File: src/rtl/magia_stdio_monitor_if.sv
// Snooped AXI AW/W channels of one tile plus the byte stream that carries whole stdio lines out.
interface magia_stdio_monitor_if #(
    parameter int unsigned ID_W   = 2,
    parameter int unsigned ADDR_W = 32,
    parameter int unsigned DATA_W = 32
);
    logic                  aw_valid_i;
    logic                  aw_ready_i;
    logic [ADDR_W-1:0]     aw_addr_i;
    logic [ID_W-1:0]       aw_id_i;
    logic                  w_valid_i;
    logic                  w_ready_i;
    logic [DATA_W-1:0]     w_data_i;
    logic [DATA_W/8-1:0]   w_strb_i;
    logic                  w_last_i;
    logic                  out_valid_o;
    logic                  out_ready_i;
    logic [7:0]            out_data_o;
    logic [ID_W-1:0]       out_id_o;
    logic                  out_last_o;

    modport master (
        output aw_valid_i, aw_ready_i, aw_addr_i, aw_id_i,
        output w_valid_i, w_ready_i, w_data_i, w_strb_i, w_last_i,
        output out_ready_i,
        input  out_valid_o, out_data_o, out_id_o, out_last_o
    );

    modport slave (
        input  aw_valid_i, aw_ready_i, aw_addr_i, aw_id_i,
        input  w_valid_i, w_ready_i, w_data_i, w_strb_i, w_last_i,
        input  out_ready_i,
        output out_valid_o, out_data_o, out_id_o, out_last_o
    );
endinterface

File: src/rtl/magia_stdio_monitor.sv
// Passive snoop of a tile's AXI write channels: collects per-ID stdio lines and the stderr
// exit code, and streams completed lines out one byte per cycle.
module magia_stdio_monitor #(
    parameter int unsigned       ID_W        = 2,
    parameter int unsigned       ADDR_W      = 32,
    parameter int unsigned       DATA_W      = 32,
    parameter logic [ADDR_W-1:0] STDERR_ADDR = 32'hFFFF0000,
    parameter logic [ADDR_W-1:0] STDIO_BASE  = 32'hFFFF0004,
    parameter int unsigned       LINE_DEPTH  = 64,
    parameter int unsigned       PEND_DEPTH  = 4
) (
    input  logic        clk_i,
    input  logic        rst_ni,
    input  logic [31:0] hart_id_i,
    magia_stdio_monitor_if.slave bus,
    output logic        err_valid_o,
    output logic [7:0]  err_code_o,
    output logic [15:0] drop_cnt_o,
    output logic        pend_ovf_o
);

    localparam int unsigned N_IDS = 1 << ID_W;
    localparam int unsigned CNT_W = $clog2(LINE_DEPTH);
    localparam int unsigned CW    = CNT_W + 1;
    localparam int unsigned PTR_W = $clog2(PEND_DEPTH);

    typedef enum logic [1:0] {CLS_SKIP, CLS_OUT, CLS_ERR} cls_e;
    typedef enum logic [1:0] {BUF_FILL, BUF_READY, BUF_DRAIN} buf_state_e;

    // Pending AW entries waiting for their W bursts
    cls_e              pend_cls_q [PEND_DEPTH];
    logic [ID_W-1:0]   pend_id_q  [PEND_DEPTH];
    logic [PTR_W:0]    wr_ptr_q, rd_ptr_q;
    logic              pend_empty, pend_full;

    // Line buffers
    logic [7:0]        line_mem [N_IDS][LINE_DEPTH];
    logic [CW-1:0]     cnt_q    [N_IDS];
    buf_state_e        state_q  [N_IDS];
    buf_state_e        state_d  [N_IDS];

    // Output / arbiter
    logic              out_valid_q, out_last_q;
    logic [7:0]        out_data_q;
    logic [ID_W-1:0]   out_id_q;
    logic [CW-1:0]     rd_idx_q;
    logic [ID_W-1:0]   rr_ptr_q;

    logic              err_valid_q, pend_ovf_q;
    logic [7:0]        err_code_q;
    logic [15:0]       drop_cnt_q;

    logic [ADDR_W-1:0] stdio_addr;
    cls_e              aw_cls, cur_cls;
    logic [ID_W-1:0]   cur_id, grant_id, cand;
    logic [7:0]        wr_byte;
    logic              aw_hs, w_hs, bypass, beat_ok, push, pop, ovf_set;
    logic              is_char, append, drop, err_upd, grant_vld, out_take, line_done;

    logic              unused_ok;
    assign unused_ok = ^{bus.w_data_i, bus.w_strb_i};

    assign stdio_addr = STDIO_BASE + (ADDR_W'(hart_id_i) << 2);
    assign pend_empty = (wr_ptr_q == rd_ptr_q);
    assign pend_full  = (wr_ptr_q[PTR_W] != rd_ptr_q[PTR_W]) &&
                        (wr_ptr_q[PTR_W-1:0] == rd_ptr_q[PTR_W-1:0]);

    always_comb begin
        aw_cls = CLS_SKIP;
        if (bus.aw_addr_i == stdio_addr) begin
            aw_cls = CLS_OUT;
        end else if (bus.aw_addr_i == STDERR_ADDR) begin
            aw_cls = CLS_ERR;
        end
    end

    // Beat routing: an AW arriving with W on an empty FIFO is used directly, and is only
    // queued if its burst continues past this beat.
    always_comb begin
        aw_hs     = bus.aw_valid_i & bus.aw_ready_i;
        w_hs      = bus.w_valid_i & bus.w_ready_i;
        bypass    = w_hs & pend_empty & aw_hs;
        cur_cls   = bypass ? aw_cls : pend_cls_q[rd_ptr_q[PTR_W-1:0]];
        cur_id    = bypass ? bus.aw_id_i : pend_id_q[rd_ptr_q[PTR_W-1:0]];
        beat_ok   = w_hs & (bypass | ~pend_empty);
        push      = aw_hs & ~pend_full & ~(bypass & bus.w_last_i);
        ovf_set   = aw_hs & pend_full;
        pop       = w_hs & ~pend_empty & bus.w_last_i;
        wr_byte   = bus.w_data_i[7:0];
        is_char   = beat_ok & (cur_cls == CLS_OUT) & bus.w_strb_i[0];
        err_upd   = beat_ok & (cur_cls == CLS_ERR) & bus.w_strb_i[0];
        append    = is_char & (state_q[cur_id] == BUF_FILL);
        drop      = (is_char & ~append) | (w_hs & ~beat_ok);
        out_take  = out_valid_q & bus.out_ready_i;
        line_done = out_take & out_last_q;
    end

    // Round-robin grant, searching from the id after the last one granted
    always_comb begin
        grant_vld = 1'b0;
        grant_id  = rr_ptr_q;
        cand      = rr_ptr_q;
        if (!out_valid_q) begin
            for (int unsigned k = 1; k <= N_IDS; k++) begin
                cand = rr_ptr_q + ID_W'(k);
                if (!grant_vld && state_q[cand] == BUF_READY) begin
                    grant_vld = 1'b1;
                    grant_id  = cand;
                end
            end
        end
    end

    always_comb begin
        for (int unsigned i = 0; i < N_IDS; i++) begin
            state_d[i] = state_q[i];
            case (state_q[i])
                BUF_FILL: begin
                    if (append && cur_id == ID_W'(i) &&
                        (wr_byte == 8'h0A || cnt_q[i] == CW'(LINE_DEPTH - 1))) begin
                        state_d[i] = BUF_READY;
                    end
                end
                BUF_READY: begin
                    if (grant_vld && grant_id == ID_W'(i)) begin
                        state_d[i] = BUF_DRAIN;
                    end
                end
                BUF_DRAIN: begin
                    if (line_done && out_id_q == ID_W'(i)) begin
                        state_d[i] = BUF_FILL;
                    end
                end
                default: state_d[i] = BUF_FILL;
            endcase
        end
    end

    always_ff @(posedge clk_i) begin
        if (append) begin
            line_mem[cur_id][cnt_q[cur_id][CNT_W-1:0]] <= wr_byte;
        end
    end

    always_ff @(posedge clk_i or negedge rst_ni) begin
        if (!rst_ni) begin
            for (int unsigned i = 0; i < N_IDS; i++) begin
                state_q[i] <= BUF_FILL;
                cnt_q[i]   <= '0;
            end
        end else begin
            for (int unsigned i = 0; i < N_IDS; i++) begin
                state_q[i] <= state_d[i];
                if (append && cur_id == ID_W'(i)) begin
                    cnt_q[i] <= cnt_q[i] + CW'(1);
                end else if (line_done && out_id_q == ID_W'(i)) begin
                    cnt_q[i] <= '0;
                end
            end
        end
    end

    always_ff @(posedge clk_i or negedge rst_ni) begin
        if (!rst_ni) begin
            for (int unsigned i = 0; i < PEND_DEPTH; i++) begin
                pend_cls_q[i] <= CLS_SKIP;
                pend_id_q[i]  <= '0;
            end
            wr_ptr_q <= '0;
            rd_ptr_q <= '0;
        end else begin
            if (push) begin
                pend_cls_q[wr_ptr_q[PTR_W-1:0]] <= aw_cls;
                pend_id_q[wr_ptr_q[PTR_W-1:0]]  <= bus.aw_id_i;
                wr_ptr_q <= wr_ptr_q + (PTR_W+1)'(1);
            end
            if (pop) begin
                rd_ptr_q <= rd_ptr_q + (PTR_W+1)'(1);
            end
        end
    end

    always_ff @(posedge clk_i or negedge rst_ni) begin
        if (!rst_ni) begin
            err_valid_q <= 1'b0;
            err_code_q  <= 8'hFF;
            drop_cnt_q  <= '0;
            pend_ovf_q  <= 1'b0;
        end else begin
            if (err_upd) begin
                err_valid_q <= 1'b1;
                err_code_q  <= wr_byte;
            end
            if (drop && drop_cnt_q != 16'hFFFF) begin
                drop_cnt_q <= drop_cnt_q + 16'd1;
            end
            if (ovf_set) begin
                pend_ovf_q <= 1'b1;
            end
        end
    end

    always_ff @(posedge clk_i or negedge rst_ni) begin
        if (!rst_ni) begin
            out_valid_q <= 1'b0;
            out_data_q  <= '0;
            out_id_q    <= '0;
            out_last_q  <= 1'b0;
            rd_idx_q    <= '0;
            rr_ptr_q    <= '0;
        end else if (grant_vld) begin
            out_valid_q <= 1'b1;
            out_data_q  <= line_mem[grant_id][0];
            out_id_q    <= grant_id;
            out_last_q  <= (cnt_q[grant_id] == CW'(1));
            rd_idx_q    <= CW'(1);
            rr_ptr_q    <= grant_id;
        end else if (out_take) begin
            if (out_last_q) begin
                out_valid_q <= 1'b0;
                out_last_q  <= 1'b0;
            end else begin
                out_data_q <= line_mem[out_id_q][rd_idx_q[CNT_W-1:0]];
                out_last_q <= (rd_idx_q == cnt_q[out_id_q] - CW'(1));
                rd_idx_q   <= rd_idx_q + CW'(1);
            end
        end
    end

    assign bus.out_valid_o = out_valid_q;
    assign bus.out_data_o  = out_data_q;
    assign bus.out_id_o    = out_id_q;
    assign bus.out_last_o  = out_last_q;
    assign err_valid_o     = err_valid_q;
    assign err_code_o      = err_code_q;
    assign drop_cnt_o      = drop_cnt_q;
    assign pend_ovf_o      = pend_ovf_q;

endmodule

File: src/flat_wrapper.sv
// flat-port wrapper written by rule: the top's interface ports become plain ports
module magia_stdio_monitor_flat 
#(
    parameter int unsigned       ID_W        = 2,
    parameter int unsigned       ADDR_W      = 32,
    parameter int unsigned       DATA_W      = 32,
    parameter logic [ADDR_W-1:0] STDERR_ADDR = 32'hFFFF0000,
    parameter logic [ADDR_W-1:0] STDIO_BASE  = 32'hFFFF0004,
    parameter int unsigned       LINE_DEPTH  = 64,
    parameter int unsigned       PEND_DEPTH  = 4
)
  (clk_i, rst_ni, hart_id_i, err_valid_o, err_code_o, drop_cnt_o, pend_ovf_o, bus_aw_valid_i, bus_aw_ready_i, bus_aw_addr_i, bus_aw_id_i, bus_w_valid_i, bus_w_ready_i, bus_w_data_i, bus_w_strb_i, bus_w_last_i, bus_out_ready_i, bus_out_valid_o, bus_out_data_o, bus_out_id_o, bus_out_last_o);
  magia_stdio_monitor_if #(.ID_W(ID_W), .ADDR_W(ADDR_W), .DATA_W(DATA_W)) bus_i ();
  input  logic clk_i;
  input  logic rst_ni;
  input  logic [31:0] hart_id_i;
  output logic err_valid_o;
  output logic [7:0] err_code_o;
  output logic [15:0] drop_cnt_o;
  output logic pend_ovf_o;
  input wire logic [$bits(bus_i.aw_valid_i)-1:0] bus_aw_valid_i;
  input wire logic [$bits(bus_i.aw_ready_i)-1:0] bus_aw_ready_i;
  input wire logic [$bits(bus_i.aw_addr_i)-1:0] bus_aw_addr_i;
  input wire logic [$bits(bus_i.aw_id_i)-1:0] bus_aw_id_i;
  input wire logic [$bits(bus_i.w_valid_i)-1:0] bus_w_valid_i;
  input wire logic [$bits(bus_i.w_ready_i)-1:0] bus_w_ready_i;
  input wire logic [$bits(bus_i.w_data_i)-1:0] bus_w_data_i;
  input wire logic [$bits(bus_i.w_strb_i)-1:0] bus_w_strb_i;
  input wire logic [$bits(bus_i.w_last_i)-1:0] bus_w_last_i;
  input wire logic [$bits(bus_i.out_ready_i)-1:0] bus_out_ready_i;
  output wire logic [$bits(bus_i.out_valid_o)-1:0] bus_out_valid_o;
  output wire logic [$bits(bus_i.out_data_o)-1:0] bus_out_data_o;
  output wire logic [$bits(bus_i.out_id_o)-1:0] bus_out_id_o;
  output wire logic [$bits(bus_i.out_last_o)-1:0] bus_out_last_o;
  assign bus_i.aw_valid_i = bus_aw_valid_i;
  assign bus_i.aw_ready_i = bus_aw_ready_i;
  assign bus_i.aw_addr_i = bus_aw_addr_i;
  assign bus_i.aw_id_i = bus_aw_id_i;
  assign bus_i.w_valid_i = bus_w_valid_i;
  assign bus_i.w_ready_i = bus_w_ready_i;
  assign bus_i.w_data_i = bus_w_data_i;
  assign bus_i.w_strb_i = bus_w_strb_i;
  assign bus_i.w_last_i = bus_w_last_i;
  assign bus_i.out_ready_i = bus_out_ready_i;
  assign bus_out_valid_o = bus_i.out_valid_o;
  assign bus_out_data_o = bus_i.out_data_o;
  assign bus_out_id_o = bus_i.out_id_o;
  assign bus_out_last_o = bus_i.out_last_o;
  magia_stdio_monitor #(.ID_W(ID_W), .ADDR_W(ADDR_W), .DATA_W(DATA_W), .STDERR_ADDR(STDERR_ADDR), .STDIO_BASE(STDIO_BASE), .LINE_DEPTH(LINE_DEPTH), .PEND_DEPTH(PEND_DEPTH)) u_core (.clk_i(clk_i), .rst_ni(rst_ni), .hart_id_i(hart_id_i), .bus(bus_i), .err_valid_o(err_valid_o), .err_code_o(err_code_o), .drop_cnt_o(drop_cnt_o), .pend_ovf_o(pend_ovf_o));
endmodule
File: config.mk
export PLATFORM = sky130hd
export DESIGN_NAME = magia_stdio_monitor_flat
export DESIGN_NICKNAME = d
export VERILOG_FILES = /design/src/rtl/magia_stdio_monitor_if.sv /design/src/rtl/magia_stdio_monitor.sv /design/src/flat_wrapper.sv
export SDC_FILE = /design/constraint.sdc
export NUM_CORES = 2
export LEC_CHECK = 0
export BUFFER_PORTS_ARGS = -buffer_cell sky130_fd_sc_hd__buf_2
export CAP_MARGIN = 20
export CORE_ASPECT_RATIO = 0.5
export CORE_MARGIN = 8
export CORE_UTILIZATION = 55
export DETAILED_ROUTE_END_ITERATION = 16
export PLACE_DENSITY_LB_ADDON = 0.08
export SKIP_CTS_REPAIR_TIMING = 1
export SYNTH_ARGS = -nofsm -noshare
export SYNTH_HDL_FRONTEND = slang
export SYNTH_SLANG_ARGS = --single-unit
export TNS_END_PERCENT = 5
File: constraint.sdc
create_clock -name clk_i -period 4.85 [get_ports clk_i]
set_input_delay 0 -clock clk_i [delete_from_list [all_inputs] [get_ports clk_i]]
set_output_delay 0 -clock clk_i [all_outputs]
set_load 0.01 [all_outputs]
======== Word-level counts from Yosys, hierarchy flattened ========
Memory sizes are Yosys's and may differ from the RTL's.
Cells that the tools add are included.
storage, ports and cells
  register bits ........................... 103
  bits in writable memories ............... 2,048
  input port bits ......................... 110
  output and inout bits ................... 38
  word-level logic and storage cells ...... 283
  memories kept ........................... 1
cells by class
  $add $sub $neg .......................... 13
  magnitude comparators ................... 12
  eq/ne operators ......................... 49
  multiplexer cells ....................... 94
  bitwise logic cells ..................... 37
  reduce and logical (&&, ||, !) cells .... 50
memories
  memory           words  bits a word  rd ports  clocked after Yosys merged registers in  wr ports  line                       text
  u_core.line_mem  4      512          2         0                                        1         magia_stdio_monitor.sv:37  logic [7:0] line_mem [N_IDS][LINE_DEPTH];
operators with widths
  operator                                                   count
  two-way mux 512 bit                                        1
  two-way mux 7 bit                                          15
  two-way mux 2 bit                                          36
  binary-select mux 8 bit (select 6 bit)                     1
  demux 8 bit (select 6 bit)                                 1
  two-way mux 8 bit                                          6
  binary-select mux 7 bit (select 2 bit)                     3
  adder 7 x 1 -> 7 bit (second input constant)               5
  adder 32 bit (first input constant)                        1
  equality test 32 bit                                       1
  equality test 32 bit (second input constant)               1
  binary-select mux 2 bit (select 2 bit)                     7
  equality test 7 x 6 -> 1 bit (second input constant)       4
  equality test 2 x 1 -> 1 bit (second input constant)       12
  greater-or-equal comparator 3 bit (second input constant)  8
  != test 2 x 1 -> 1 bit (second input constant)             12
  inverter 2 -> 3 bit                                        8
  one-hot mux 2 bit (3 select lines)                         4
  logical AND 1 bit                                          23
  equality test 2 bit (second input constant)                11
  AND 1 bit                                                  20
  adder 16 x 1 -> 16 bit (second input constant)             1
  bitwise mux 8 bit                                          2
  zero test 2 bit                                            8
  26 further kinds                                           64

======== Longest topological paths before layout ========
  depth after elaboration ................. 26
  gate-level depth with buffers ........... 16

======== Least setup slack after synthesis ========
Ideal clock, no wire load.
  path kind ............................... register to register
  start point ............................. register u_core.rd_ptr_q[0]
  end point ............................... memory u_core.line_mem[0][272] (netlist bit), enable pin
  setup time .............................. 0.395 ns
  arrival time ............................ 3.743 ns
  required time ........................... 4.455 ns
  slack ................................... 0.712 ns
  cell stages (with the launch flop) ...... 13
  path buffers ............................ 4
  clock period less this slack ............ 4.138 ns
  cells stage by stage .................... dfrtp_1 -> buf_2 -> xor2_1 -> nor4_4 -> mux2i_1 -> buf_2 -> buf_2 -> mux2i_1 -> a21oi_1 -> nor2_1 -> nand2_1 -> clkbuf_1 -> nor4_1
between the ends
  word-level cells in the longest chain between the ends .. 15
  elaborated cells between the ends (all ways) .. 35
  those cells by class .................... order compare: 2; eq/ne: 2; mux: 18; bitwise: 11; reduce/logical: 2
ends and longest elaborated chain
  element                                                                                                 line                                                   text
  from (decl)                                                                                             magia_stdio_monitor.sv:33                              logic [PTR_W:0] wr_ptr_q, rd_ptr_q;
  from (signal assigned)                                                                                  magia_stdio_monitor.sv:178                             rd_ptr_q <= rd_ptr_q + (PTR_W+1)'(1);
  inverter 2 -> 3 bit (implied by the code)                                                               magia_stdio_monitor.sv:83, magia_stdio_monitor.sv:84
  binary-select mux 2 bit (select 2 bit)                                                                  magia_stdio_monitor.sv:84                              cur_id = bypass ? bus.aw_id_i : pend_id_q[rd_ptr_q[PTR_W-1:0]];
  two-way mux 2 bit (implied by the code) (2 in series)                                                   magia_stdio_monitor.sv:84
  two-way mux 2 bit                                                                                       magia_stdio_monitor.sv:84
  inverter 2 -> 3 bit (implied by the code)                                                               magia_stdio_monitor.sv:92, magia_stdio_monitor.sv:141
  binary-select mux 7 bit (select 2 bit)                                                                  magia_stdio_monitor.sv:141                             line_mem[cur_id][cnt_q[cur_id][CNT_W-1:0]] <= wr_byte;
  two-way mux 6 bit (implied by the code) (2 in series)                                                   magia_stdio_monitor.sv:141
  inverter 6 -> 7 bit (implied by the code)                                                               magia_stdio_monitor.sv:141
  greater-or-equal comparator 7 bit (implied by the code) or < comparator 7 x 1 -> 1 bit (tied branches)  magia_stdio_monitor.sv:141
  logical AND 1 bit (implied by the code)                                                                 magia_stdio_monitor.sv:141
  two-way mux 8 bit (implied by the code)                                                                 magia_stdio_monitor.sv:141
  demux 8 bit (select 6 bit)                                                                              magia_stdio_monitor.sv:141
  two-way mux 512 bit (implied by the code)                                                               magia_stdio_monitor.sv:141
  to (decl)                                                                                               magia_stdio_monitor.sv:37
Several ways; a longest one is shown, not always the timed one. The select of a mux whose other input is x is not followed.

======== Final worst setup path ========
  start point ............................. register u_core.rd_ptr_q[2]
  end point ............................... memory u_core.line_mem[1][3] (netlist bit), enable pin
between the ends
  word-level cells in the longest chain between the ends .. 14
  elaborated cells between the ends (all ways) .. 28
  those cells by class .................... order compare: 2; eq/ne: 2; mux: 12; bitwise: 10; reduce/logical: 2
ends and longest elaborated chain
  element                                                                                                 line                                                   text
  equality test 3 bit (*)                                                                                 magia_stdio_monitor.sv:64                              assign pend_empty = (wr_ptr_q == rd_ptr_q);
  AND 1 bit (2 in series)                                                                                 magia_stdio_monitor.sv:82                              bypass = w_hs & pend_empty & aw_hs;
  two-way mux 2 bit                                                                                       magia_stdio_monitor.sv:84
  inverter 2 -> 3 bit (implied by the code)                                                               magia_stdio_monitor.sv:92, magia_stdio_monitor.sv:141
  binary-select mux 7 bit (select 2 bit)                                                                  magia_stdio_monitor.sv:141
  two-way mux 6 bit (implied by the code) (2 in series)                                                   magia_stdio_monitor.sv:141
  inverter 6 -> 7 bit (implied by the code)                                                               magia_stdio_monitor.sv:141
  greater-or-equal comparator 7 bit (implied by the code) or < comparator 7 x 1 -> 1 bit (tied branches)  magia_stdio_monitor.sv:141
  logical AND 1 bit (implied by the code)                                                                 magia_stdio_monitor.sv:141
  two-way mux 8 bit (implied by the code)                                                                 magia_stdio_monitor.sv:141
  demux 8 bit (select 6 bit)                                                                              magia_stdio_monitor.sv:141
  two-way mux 512 bit (implied by the code)                                                               magia_stdio_monitor.sv:141
Mark *: on every way between the ends. The rest lies on a longest branch, timed or not. The select of a mux whose other input is x is not followed.

==> implementation parameters <==
Parameter                              Value

Status
  Result of the run    complete, no violations

Power
  Worst vdd ir    between 400 and 500 uV
  Leak pwr    30.8 nW
  Power per Cell Area    385 nW/um^2

Logic synthesis
  FF+latch count, synth    2,151
  Net count of the mapped netlist    4,182
  Total standard cell area after synthesis    ~87,000 um^2
  Async set-or-reset flop fraction in the synthesized netlist    0.0479
  Post-synth EDFFs    2,048
  Most common library cells after synthesis    edfxtp_1 (2,048), mux4_2 (692), nor4_1 (269)
  Number of instances in the synthesized netlist    around 4.1k
  Post-synthesis average cell area    roughly 21 um^2
  Number of distinct standard cells referenced by the synthesized netlist    78
  Top-count cell post-synth    edfxtp_1
  Top post-synthesis cells by area    edfxtp_1 (71%), mux4_2 (18%), dfrtp_1 (2.7%)
  Cell taking the most area after synthesis    edfxtp_1
  Sequential element share of the synthesized area    0.736
  Most used flip-flop cell after synthesis    edfxtp_1
  Yosys top cell area share    0.707
  Synth warn    0

Routing
  DRC violation count after routing    0
  DR vias    roughly 44k
  Routed WL per cell    30.5 um
  Final ANT Viol Nets    0
  Final routed wirelength across all metal layers    208,000 um
  Via density    approximately 6.5
  1st-iter DRT viols    4,765
  Number of search-and-repair iterations in the first detailed-routing pass    7

Die
  Width of the die    between 500 and 600 um
  Area of the die    172,000 um^2
  Top-level port count    148
  Standard cell core area    157,000 um^2
  DIE HEIGHT    297 um
  Initial standard-cell utilization of the core    0.553
  Number of rows in the core area    about 100

Run
  Number of max-capacitance violations reported    0

Timing
  Final-layout worst hold slack    0.0208 ns
  Slew Limit Headroom    0.246
  Transition at the pin with the smallest max-transition slack    1.13 ns
  Maximum clock skew at final layout    0.0480 ns
  Sum of negative setup slack    0 ns
  Fin crit share    0.953
  Period minus WS final    4.62 ns
  Slew Limit Fails    0
  Worst path setup slack after routing    0.229 ns
  F_max    216 MHz
  Final number of setup-violating endpoints    0
  Hold Violations, Final    0

Critical path
  Required time worst endpoint    around 5.4 ns
  Launching element of the worst setup path    u_core.rd_ptr_q[2]
  Critical Path Fanout Max    15
  WS Path Type    reg -> reg
  Worst-case register-to-register setup slack    0.23 ns
  CP Data Arrival Time    5.15 ns
  Endpoint of the lowest-slack register-to-register path    u_core.line_mem[1][3]
  Path depth of the worst reg2reg path    11
  Critical path capture point type    flop
  Category of the worst setup path launch point    flop
  Critical register-to-register path startpoint    u_core.rd_ptr_q[2]

Placement
  HPWL Detailed    129,000 um
  Placement-stage worst setup slack    ~0.27 ns
  Cell area after placement    93,500 um^2
  Final weighted congestion in routability-driven placement    0.845
  Input/output buffers    118

Final layout
  Filler cell count    10.7k
  Fraction of layout cells with a size suffix above 1    0.358
  Fin util    0.633
  Area of all placed cells without fillers    99,700 um^2
  Nets    4,697
  Syn-to-layout area delta    14.5%

Worst hold path
  Cells on Worst Hold Path    5
  Min-delay src    bus_aw_addr_i[17]
  Worst hold path class    in -> reg
  Hold worst-path end    u_core.pend_cls_q[6]

CTS
  Clock transition at the registers of the reported paths    0.07 ns
  TritonCTS clock tree    yes
  Clock buffer count from CTS    around 190
  Worst-Skew Late Latency    slightly above 0.8 ns
  Number of buffers on the longest clock path    4
  CTS HTree Levels    4
  Clock root buffer    clkbuf_16
  Number of clock sinks    2,151

Global route
  Pin count of the biggest net entering global routing    186
  Number of global-route vias before repair    44.8k
  Antenna violations before repair    4
  Residual overflow from global routing    0
  Gr usage total    0.241
  Wire length of the first global-routing pass    307,000 um
worst max-delay path, cell delays in order (launching register included):
cell      delay, ns
dfrtp_1        0.40
xor2_1         0.23
nor4_4         0.49
buf_4          0.26
mux2i_2        0.41
buf_4          0.27
a211oi_1       0.06
a21oi_1        0.26
and2_1         0.60
nand2_1        0.64
nor4_1         0.50
buf_4          0.24
cell usage in the layout, fill, tap and decap left out, types with 44 or more instances in the layout:
master,netlist,final
nor4_1,269,186
o21ai_0,44,44
nor2_1,63,63
dfrtp_1,95,89
mux4_2,692,692
buf_2,19,109
clkbuf_16,0,191
edfxtp_1,2048,2048
nand2_1,111,103
buf_4,1,408
nor4_2,3,86
how the worst max path moves through the flow:
stage | slack, ns | endpoint | depth (start not counted)
finish | 0.23 | u_core.line_mem[1][3] | 11
global route | -0.00004 | u_core.line_mem[1][7] | 10
CTS | 0.26 | u_core.line_mem[1][5] | 10
detailed placement | 0.27 | u_core.line_mem[1][4] | 10
global placement | 0.36 | u_core.line_mem[1][1] | 11
floorplan | 0.71 | u_core.line_mem[0][272] | 12
layer usage:
metal / GRT usage / vias up / share of wire
li1: - / 18400 / -
met1: 0.365 / 23600 / 0.43
met5: 0 / - / 0.000034
met3: 0.0454 / 260 / 0.075
met4: 0.0447 / 2 / 0.017
met2: 0.373 / 1706 / 0.47
logic make-up (layout without fill, tap and decap cells):
family          Yosys count  in the layout  share of synthesized area
flops                  2151           2151                      0.736
mux                     755            755                      0.187
simple gates            615            615                     0.0402
buf+inv                 290            948                     0.0149
compound gates          160            160                     0.0125
xor+xnor                 67             67                    0.00674
fa+ha+maj                17             17                    0.00244
other cells               0              2                          0
layout make-up:
cell class / instances / area (um^2) / share of cell area
Multi-Input combinational cell: 1614 / 22200 / 0.223
Clock inverter: 103 / 898 / 0.00901
Sequential cell: 2151 / 64100 / 0.643
Tap cell: 2100 / 2630 / 0.0264
Antenna cell: 2 / 5.00 / 0.0000502
Timing Repair Buffer: 589 / 4740 / 0.0476
Clock buffer: 231 / 4990 / 0.0501
Inverter: 25 / 93.8 / 0.000941
state kept, by name, summed over array words and instances, names as in the netlist, 7 cells and up:
register	cells
u_core.pend_id_q	8
u_core.bus.out_data_o	8
u_core.line_mem	2048
u_core.rd_idx_q	7
u_core.drop_cnt_o	16
u_core.cnt_q	28
u_core.err_code_o	8
u_core.state_q	8
u_core.pend_cls_q	8
stage by stage:
stage / power [W] / cells
2_1_floorplan: 0.0221 / 4055
3_3_place_gp: 0.0239 / 6451
3_5_place_dp: 0.0240 / 6451
4_1_cts: 0.0385 / 6785
5_1_grt: 0.0395 / 6813
6_report: 0.0383 / 6815
report_power, final:
part	switching (W)	internal, W
Sequential	0.0000571	0.0204
Clock	0.00655	0.00811
Combinational	0.00250	0.000739
Total	0.00911	0.0292
Power figures use the tool's default switching activity.
